**config.mk**
```make
export PLATFORM = sky130hd
export DESIGN_NAME = mem_port_arbiter_flat
export DESIGN_NICKNAME = d
export VERILOG_FILES = /design/src/rtl/mem_port_arbiter_if.sv /design/src/rtl/mem_port_arbiter.sv /design/src/flat_wrapper.sv
export SDC_FILE = /design/constraint.sdc
export NUM_CORES = 1
export LEC_CHECK = 0
export BUFFER_PORTS_ARGS = -buffer_cell sky130_fd_sc_hd__buf_2
export CAP_MARGIN = 30
export CORE_MARGIN = 5
export CORE_UTILIZATION = 53
export CTS_BUF_LIST = sky130_fd_sc_hd__clkbuf_8
export CTS_CLUSTER_DIAMETER = 120
export DETAILED_ROUTE_END_ITERATION = 8
export GPL_TIMING_DRIVEN = 0
export MAX_ROUTING_LAYER = met4
export PLACE_DENSITY = 0.94
export SLEW_MARGIN = 5
export SYNTH_ARGS = -nofsm -noshare
export SYNTH_HDL_FRONTEND = slang
export SYNTH_SLANG_ARGS = --single-unit
```
**constraint.sdc**
```tcl
create_clock -name clk -period 2.7 [get_ports clk]
set_input_delay 0.27 -clock clk [delete_from_list [all_inputs] [get_ports clk]]
set_output_delay 0.27 -clock clk [all_outputs]
set_load 0.01 [all_outputs]
```
**src/rtl/mem_port_arbiter_if.sv**
```systemverilog
// Bundles the fetch port, data port and memory-side handshake of the port arbiter.
// Latency: none, wires only.
// Backpressure: stalls flow back to the CPU ports; the memory paces access via ram_req/ram_ack.
interface mem_port_arbiter_if;
  // CPU control
  logic        cpu_en;
  // Instruction-fetch port
  logic        inst_ren;
  logic [31:0] inst_addr;
  logic [31:0] inst_data;
  logic        inst_stall;
  // Data port
  logic        mem_ren;
  logic        mem_wen;
  logic [31:0] mem_addr;
  logic [31:0] mem_dout;
  logic [31:0] mem_din;
  logic        mem_stall;
  // Memory side
  logic        ram_req;
  logic        ram_we;
  logic [31:0] ram_addr;
  logic [31:0] ram_wdata;
  logic        ram_ack;
  logic [31:0] ram_rdata;
  // Status
  logic        busy;
  logic        timeout_err;

  // Arbiter side
  modport slave (
    input  cpu_en, inst_ren, inst_addr, mem_ren, mem_wen, mem_addr, mem_dout,
           ram_ack, ram_rdata,
    output inst_data, inst_stall, mem_din, mem_stall, ram_req, ram_we, ram_addr,
           ram_wdata, busy, timeout_err
  );

  // CPU plus memory side
  modport master (
    output cpu_en, inst_ren, inst_addr, mem_ren, mem_wen, mem_addr, mem_dout,
           ram_ack, ram_rdata,
    input  inst_data, inst_stall, mem_din, mem_stall, ram_req, ram_we, ram_addr,
           ram_wdata, busy, timeout_err
  );
endinterface

```
**src/rtl/mem_port_arbiter.sv**
```systemverilog
// Shares one single-ported variable-latency memory between fetch and data ports.
// Latency: grant, req/ack (>=1 cycle), one RESP cycle; 3 cycles with a zero-wait memory.
// Backpressure: per-port stall held until that port's RESP cycle; ram_req held until ram_ack or timeout.
module mem_port_arbiter #(
  parameter int MAX_DATA_RUN = 4,
  parameter int TIMEOUT      = 255
) (
  input logic              clk,
  input logic              cpu_rst_n,
  mem_port_arbiter_if.slave bus
);

  localparam int RUN_W = $clog2(MAX_DATA_RUN + 1);
  localparam logic [RUN_W-1:0] RUN_MAX     = RUN_W'(MAX_DATA_RUN);
  localparam logic [7:0]       TIMEOUT_CNT = 8'(TIMEOUT);

  typedef enum logic [2:0] {
    IDLE,
    INST_WAIT,
    DATA_WAIT,
    INST_RESP,
    DATA_RESP
  } state_t;

  state_t            state_q, state_d;
  logic [RUN_W-1:0]  run_q, run_d;
  logic [7:0]        wait_q, wait_d;
  logic [7:0]        wait_inc;
  logic [31:0]       inst_data_q, inst_data_d;
  logic [31:0]       mem_din_q, mem_din_d;
  logic [31:0]       ram_addr_q, ram_addr_d;
  logic [31:0]       ram_wdata_q, ram_wdata_d;
  logic              ram_req_q, ram_req_d;
  logic              ram_we_q, ram_we_d;
  logic              timeout_err_q, timeout_err_d;
  logic              data_pend;
  logic              grant_data;
  logic              grant_inst;

  assign data_pend = bus.mem_ren | bus.mem_wen;
  assign wait_inc  = wait_q + 8'd1;

  // Next-state, grant decision, memory request registers and response capture
  always_comb begin
    state_d       = state_q;
    wait_d        = wait_q;
    inst_data_d   = inst_data_q;
    mem_din_d     = mem_din_q;
    ram_addr_d    = ram_addr_q;
    ram_wdata_d   = ram_wdata_q;
    ram_req_d     = ram_req_q;
    ram_we_d      = ram_we_q;
    timeout_err_d = timeout_err_q;
    grant_data    = 1'b0;
    grant_inst    = 1'b0;

    case (state_q)
      IDLE: begin
        if (bus.cpu_en) begin
          // Data wins unless it has used up its run while a fetch waits
          if (data_pend && ((run_q < RUN_MAX) || !bus.inst_ren)) begin
            grant_data = 1'b1;
          end else if (bus.inst_ren) begin
            grant_inst = 1'b1;
          end
        end
        if (grant_data) begin
          state_d     = DATA_WAIT;
          ram_req_d   = 1'b1;
          ram_we_d    = bus.mem_wen;
          ram_addr_d  = bus.mem_addr;
          ram_wdata_d = bus.mem_dout;
          wait_d      = 8'd0;
        end else if (grant_inst) begin
          state_d    = INST_WAIT;
          ram_req_d  = 1'b1;
          ram_we_d   = 1'b0;
          ram_addr_d = bus.inst_addr;
          wait_d     = 8'd0;
        end
      end
      INST_WAIT, DATA_WAIT: begin
        if (bus.ram_ack) begin
          ram_req_d = 1'b0;
          if (state_q == INST_WAIT) begin
            inst_data_d = bus.ram_rdata;
            state_d     = INST_RESP;
          end else begin
            // Stores leave the load register untouched
            if (!ram_we_q) mem_din_d = bus.ram_rdata;
            state_d = DATA_RESP;
          end
        end else begin
          wait_d = wait_inc;
          if (wait_inc == TIMEOUT_CNT) begin
            // Give up: release the stall without delivering data
            timeout_err_d = 1'b1;
            ram_req_d     = 1'b0;
            state_d       = (state_q == INST_WAIT) ? INST_RESP : DATA_RESP;
          end
        end
      end
      INST_RESP, DATA_RESP: state_d = IDLE;
      default:              state_d = IDLE;
    endcase
  end

  // Consecutive-data-grant counter that bounds fetch starvation
  always_comb begin
    run_d = run_q;
    if (!bus.inst_ren || grant_inst) begin
      run_d = '0;
    end else if (grant_data && (run_q < RUN_MAX)) begin
      run_d = run_q + RUN_W'(1);
    end
  end

  // State and datapath registers with asynchronous clear
  always_ff @(posedge clk or negedge cpu_rst_n) begin
    if (!cpu_rst_n) begin
      state_q       <= IDLE;
      run_q         <= '0;
      wait_q        <= 8'd0;
      inst_data_q   <= 32'd0;
      mem_din_q     <= 32'd0;
      ram_addr_q    <= 32'd0;
      ram_wdata_q   <= 32'd0;
      ram_req_q     <= 1'b0;
      ram_we_q      <= 1'b0;
      timeout_err_q <= 1'b0;
    end else begin
      state_q       <= state_d;
      run_q         <= run_d;
      wait_q        <= wait_d;
      inst_data_q   <= inst_data_d;
      mem_din_q     <= mem_din_d;
      ram_addr_q    <= ram_addr_d;
      ram_wdata_q   <= ram_wdata_d;
      ram_req_q     <= ram_req_d;
      ram_we_q      <= ram_we_d;
      timeout_err_q <= timeout_err_d;
    end
  end

  assign bus.inst_data   = inst_data_q;
  assign bus.mem_din     = mem_din_q;
  assign bus.ram_req     = ram_req_q;
  assign bus.ram_we      = ram_we_q;
  assign bus.ram_addr    = ram_addr_q;
  assign bus.ram_wdata   = ram_wdata_q;
  assign bus.busy        = (state_q != IDLE);
  assign bus.timeout_err = timeout_err_q;
  assign bus.inst_stall  = bus.inst_ren & (state_q != INST_RESP);
  assign bus.mem_stall   = data_pend & (state_q != DATA_RESP);

endmodule
```
**src/flat_wrapper.sv**
```systemverilog
// flat-port wrapper written by rule: the top's interface ports become plain ports
module mem_port_arbiter_flat 
#(
  parameter int MAX_DATA_RUN = 4,
  parameter int TIMEOUT      = 255
)
  (clk, cpu_rst_n, bus_cpu_en, bus_inst_ren, bus_inst_addr, bus_mem_ren, bus_mem_wen, bus_mem_addr, bus_mem_dout, bus_ram_ack, bus_ram_rdata, bus_inst_data, bus_inst_stall, bus_mem_din, bus_mem_stall, bus_ram_req, bus_ram_we, bus_ram_addr, bus_ram_wdata, bus_busy, bus_timeout_err);
  mem_port_arbiter_if bus_i ();
  input logic clk;
  input logic cpu_rst_n;
  input wire logic [$bits(bus_i.cpu_en)-1:0] bus_cpu_en;
  input wire logic [$bits(bus_i.inst_ren)-1:0] bus_inst_ren;
  input wire logic [$bits(bus_i.inst_addr)-1:0] bus_inst_addr;
  input wire logic [$bits(bus_i.mem_ren)-1:0] bus_mem_ren;
  input wire logic [$bits(bus_i.mem_wen)-1:0] bus_mem_wen;
  input wire logic [$bits(bus_i.mem_addr)-1:0] bus_mem_addr;
  input wire logic [$bits(bus_i.mem_dout)-1:0] bus_mem_dout;
  input wire logic [$bits(bus_i.ram_ack)-1:0] bus_ram_ack;
  input wire logic [$bits(bus_i.ram_rdata)-1:0] bus_ram_rdata;
  output wire logic [$bits(bus_i.inst_data)-1:0] bus_inst_data;
  output wire logic [$bits(bus_i.inst_stall)-1:0] bus_inst_stall;
  output wire logic [$bits(bus_i.mem_din)-1:0] bus_mem_din;
  output wire logic [$bits(bus_i.mem_stall)-1:0] bus_mem_stall;
  output wire logic [$bits(bus_i.ram_req)-1:0] bus_ram_req;
  output wire logic [$bits(bus_i.ram_we)-1:0] bus_ram_we;
  output wire logic [$bits(bus_i.ram_addr)-1:0] bus_ram_addr;
  output wire logic [$bits(bus_i.ram_wdata)-1:0] bus_ram_wdata;
  output wire logic [$bits(bus_i.busy)-1:0] bus_busy;
  output wire logic [$bits(bus_i.timeout_err)-1:0] bus_timeout_err;
  assign bus_i.cpu_en = bus_cpu_en;
  assign bus_i.inst_ren = bus_inst_ren;
  assign bus_i.inst_addr = bus_inst_addr;
  assign bus_i.mem_ren = bus_mem_ren;
  assign bus_i.mem_wen = bus_mem_wen;
  assign bus_i.mem_addr = bus_mem_addr;
  assign bus_i.mem_dout = bus_mem_dout;
  assign bus_i.ram_ack = bus_ram_ack;
  assign bus_i.ram_rdata = bus_ram_rdata;
  assign bus_inst_data = bus_i.inst_data;
  assign bus_inst_stall = bus_i.inst_stall;
  assign bus_mem_din = bus_i.mem_din;
  assign bus_mem_stall = bus_i.mem_stall;
  assign bus_ram_req = bus_i.ram_req;
  assign bus_ram_we = bus_i.ram_we;
  assign bus_ram_addr = bus_i.ram_addr;
  assign bus_ram_wdata = bus_i.ram_wdata;
  assign bus_busy = bus_i.busy;
  assign bus_timeout_err = bus_i.timeout_err;
  mem_port_arbiter #(.MAX_DATA_RUN(MAX_DATA_RUN), .TIMEOUT(TIMEOUT)) u_core (.clk(clk), .cpu_rst_n(cpu_rst_n), .bus(bus_i));
endmodule
```
Word-level counts from Yosys, hierarchy flattened --
Index checks and enable logic that the tools add are counted.
Operators by class: add/subtract/negate cells 2, magnitude comparators 1, muxes and demuxes 30, bitwise gates (word level) 6, reductions and logical operators 19, equality and inequality tests 8
Operators with widths (number):
- $mux 32 | 2
- $mux 8 | 3
- $mux 3 | 7
- $pmux 8 s2 | 1
- $mux 1 | 15
- $reduce_and 3->1 | 4
- $add 8x1->8 const B | 1
- $eq 8x8->1 const B | 1
- $ne 3x2->1 const B | 2
- $pmux 3 s2 | 1
- $reduce_and 2->1 | 3
- $reduce_bool 2->1 | 3
- $reduce_and 4->1 | 1
- $add 3x1->3 const B | 1
- $eq 3x1->1 const B | 1
- $eq 3x2->1 const B | 1
- $logic_not 3->1 | 1
- $lt 3x3->1 const B | 1
- $ne 3x1->1 const B | 1
- $ne 3x3->1 const B | 1
- $not 1->1 | 3
- $reduce_bool 3->1 | 1
- $and 1x1->1 | 2
- $logic_and 1x1->1 | 2
- other kinds (6) | 7
Storage, ports and cells: input bits 135, register bits 145

Depth between registers and ports, before layout --
depth in word-level cells 10, gate-level depth with buffers 8

Least setup slack after synthesis --
Ideal clock, no wire load.
path type register to register, start point register u_core.state_q[1], end point register u_core.inst_data_q[15] (netlist: u_core.bus.inst_data[15]), arrival 1.428 ns, data required time 2.575 ns, slack 1.147 ns, buffers on the path 2, period minus slack after synthesis 1.553 ns, stages on the path, launching flop included 6, library setup time 0.125 ns, cell sequence dfrtp_1 > nor2_1 > and3_1 > clkbuf_1 > buf_4 > mux2_2
On the way: word-level cells in the longest chain between the ends 3, elaborated cells on any way between the ends 4
RTL lines:
- start: declaration | line mem_port_arbiter.sv:25 | state_t state_q, state_d;
- start signal: assignment | line mem_port_arbiter.sv:132 | state_q <= state_d;
- $eq 3x2->1 / $eq 3x1->1 (equally long branches) | line mem_port_arbiter.sv:57, mem_port_arbiter.sv:85
- $reduce_or 2->1 | line mem_port_arbiter.sv:57 | case (state_q)
- $reduce_and 3->1 (no source line) *
- end signal: assignment | line mem_port_arbiter.sv:135 | inst_data_q <= inst_data_d;
- end: declaration | line mem_port_arbiter.sv:29 | logic [31:0] inst_data_q, inst_data_d;
Mark *: on every way between the ends. The rest lies on a longest branch, timed or not. A chain may end at the register's enable or synchronous reset.

Final worst setup path --
start point register u_core.state_q[1], end point register u_core.inst_data_q[23] (netlist: u_core.bus.inst_data[23])
Same word-level chain as after synthesis.

==> impl_metrics.tcl <==
set metrics [dict create \
    status "finished, final reports clean" \
    nets 871 \
    fin_crit_ns 1.91 \
    synthArstFlopShare_pct 100 \
    fin_area_um2 8000 \
    syn-num-nets 582 \
    avgSynthCellArea_um2 13.6 \
    rsz0062_at_grt "false" \
    p_leak_nw 4.07 \
    relSlewSlack_pct 57.0 \
    hold_violations 0 \
    antenna-diode-count 0 \
    grt_use_total_pct 22.9 \
    end_kind "flop" \
    hold_class "input pin to flop" \
    finalSetupTns_ns 0 \
    ir_drop_uv 711 \
    power.internal_w 0.00597 \
    synth_edf_count 0 \
    clock_path_buffers 2 \
    via_count 4575 \
    yosys_warnings 0 \
    drt-vias-per-instance 5.15 \
    ioPinCount 269 \
    seqPwrFrac_pct 40.4 \
    die_h_um 117 \
    holdWs_ns 0.0594 \
    r2r_cells 5 \
    grt_pass1_wl_mm 23.5 \
    fmax_ghz 0.522 \
    drtPass1Iterations 5 \
    reg2reg_setup_slack_ns 0.79 \
    critPathLaunchType "flop" \
    gp_congestion 0.900 \
    power_frac_clock_pct 19.0 \
    yosysTopAreaCell "dfrtp_1" \
    num_rows 39 \
    path_class "flop to flop" \
    slowest_stage "dfrtp_1" \
    cp.depth 5 \
    required_ns 3.00 \
    dieArea_um2 13600 \
    dp.cells 856 \
    cts_root_buf "clkbuf_8" \
    min_period_over_period_pct 70.9 \
    timing.rr.end "u_core.bus.inst_data[23]$_DFFE_PN0P_" \
    ys.flop_type "dfrtp_1" \
    core_area_um2 11300 \
    ys_seq_area_share_pct 60.3 \
    crit_buf_inv 2 \
    place_area_um2 7570 \
    grt_max_degree 83 \
    combPwrFrac_pct 40.5 \
    portBuffers 268 \
    skew_ns 0.00905 \
    synthTopCellsByCount "dfrtp_1, mux2_2, a21oi_1, nor2_1, mux2i_1" \
    insertion_delay_ns 0.43 \
    area_growth_pct 32.9 \
    synth.top_cells.by_area "dfrtp_1, mux2_2, mux2i_1" \
    finalSetupViolCount 0 \
    path_max_fanout 10 \
    drive_gt1_share_pct 56.6 \
    rr_startpoint "u_core.state_q[1]$_DFFE_PN0P_" \
    grt.overflow.total 0 \
    wirelength_mm 15.3 \
    endpoint "u_core.bus.inst_data[23]$_DFFE_PN0P_" \
    antenna_found_initial 0 \
    max_cap_viol_count 0 \
    synth.distinct_cells 41 \
    worstPathArrival_ns 2.22 \
    synth_most_common_cell "dfrtp_1" \
    synth_cells 444 \
    startpoint "u_core.state_q[1]$_DFFE_PN0P_" \
    drtIter0Drc 243 \
    postRouteAntennaNets 0 \
    grt_pass1_vias 4867 \
    cp_top_family "buffers and inverters" \
    drv_slew 0 \
    slowest_delay_ns 0.46 \
    fill_cells 769 \
    die_width_um 117 \
    power_switching_w 0.00332 \
    ys_seq_elements 145 \
    synth_area_um2 6020 \
    dp_hpwl_mm 12.1 \
    htree_levels 4 \
    drc_errors 0 \
    path_clk_slew_ns 0.08 \
    final_cells 889 \
    numClockSinks 145 \
    switching_share_pct 35.7 \
    start_util_pct 53.4 \
    total_power_w 0.00928 \
    yosysTopAreaCellShare_pct 60.3 \
    worst_slew_pin_slew_ns 0.640 \
    numCtsBuffers 17 \
    crit_chain "nor2_1 > and3_1 > clkbuf_1 > buf_4 > mux2_2" \
    p_per_area_nw_per_um2 1160 \
    wire_per_inst_um 17.2 \
    cts_tree "built" \
]
## repair_timing
item                                   in CTS  in global routing
endpoints found under the hold margin      63                  0
hold buffers                                1                  0
setup buffers                               0                  0
resized for setup                           0                  0
## worst min path at each step
stage	startpoint	to	slack (ns)	cells after the start
after CTS	bus_mem_dout[25]	u_core.bus.ram_wdata[25]$_DFFE_PN0N_	0.03	2
final	bus_mem_dout[25]	u_core.bus.ram_wdata[25]$_DFFE_PN0N_	0.06	2
after global placement	u_core.bus.timeout_err$_DFFE_PN0P_	u_core.bus.timeout_err$_DFFE_PN0P_	0.45	2
after floorplan	cpu_rst_n	u_core.bus.inst_data[0]$_DFFE_PN0P_	-0.03	0
after detailed placement	cpu_rst_n	u_core.bus.ram_addr[27]$_DFFE_PN0P_	0.29	1
after global routing	bus_mem_dout[25]	u_core.bus.ram_wdata[25]$_DFFE_PN0N_	0.01	2
## power by group through the flow
| stage | combinational (W) | clock [W] | sequential [W] |
|---|---|---|---|
| 6_report | 0.00376 | 0.00177 | 0.00376 |
| 2_1_floorplan | 0.00168 | 0 | 0.00422 |
| 3_5_place_dp | 0.00380 | 0 | 0.00379 |
| 3_3_place_gp | 0.00363 | 0 | 0.00370 |
| 5_1_grt | 0.00409 | 0.00190 | 0.00388 |
| 4_1_cts | 0.00382 | 0.00180 | 0.00375 |
## per-layer routing
layer	track usage (%)	part of all wire (%)	vias to the layer above
met5	-	0	-
met4	8.79	2.7	0
met3	4.87	6.7	33
met2	40.0	53	181
met1	25.8	38	2229
li1	-	-	2132
## per-stage QoR
step	worst slack, ns	utilization [%]
floorplan	1.15	-
global placement	-0.463	66.9
detailed placement	0.775	67.2
CTS	0.759	71.0
global route	0.674	71.0
finish	0.785	71.0
## cells by family after synthesis
kind of cell,count (synthesis),synth area share (%)
simple gates,66,5.57
flops,145,60.3
compound gates,63,5.84
buf+inv,32,3.32
fa+ha+maj,3,0.624
xor+xnor,5,0.727
mux,130,23.6
## registers in the layout, indices dropped and copies added (netlist names)
signal,flops
u_core.bus.ram_req,1
u_core.bus.mem_din,32
u_core.bus.ram_wdata,32
u_core.bus.ram_we,1
u_core.bus.inst_data,32
u_core.bus.ram_addr,32
u_core.run_q,3
u_core.wait_q,8
u_core.state_q,3
u_core.bus.timeout_err,1
## final cells by class
class | count | area, um^2 | share of cell area (%)
plain buffers | 24 | 170 | 2.13
clock buffers | 17 | 234 | 2.92
clock inverters | 15 | 183 | 2.28
inverters | 8 | 30.0 | 0.375
multi-input cells | 267 | 2190 | 27.4
flip-flops and latches | 145 | 3630 | 45.3
well taps | 143 | 179 | 2.24
repair buffers | 270 | 1390 | 17.3
## layout by cell type (no fill, tap or decap), drive strengths merged, types with 2 or more instances in the layout
cell type,count
buf,291
dfrtp,145
mux2,98
nor2,40
a21oi,39
mux2i,32
clkbuf,19
inv,13
o21ai,11
and3,5
xnor2,4
clkinv,4
nor2b,3
a22o,3
ha,3
clkinvlp,3
bufinv,3
nand3b,3
or2,3
and2,3
a21boi,2
o31ai,2
nand3,2
o2bb2ai,2
No activity file was read; power rests on OpenSTA's default activity.
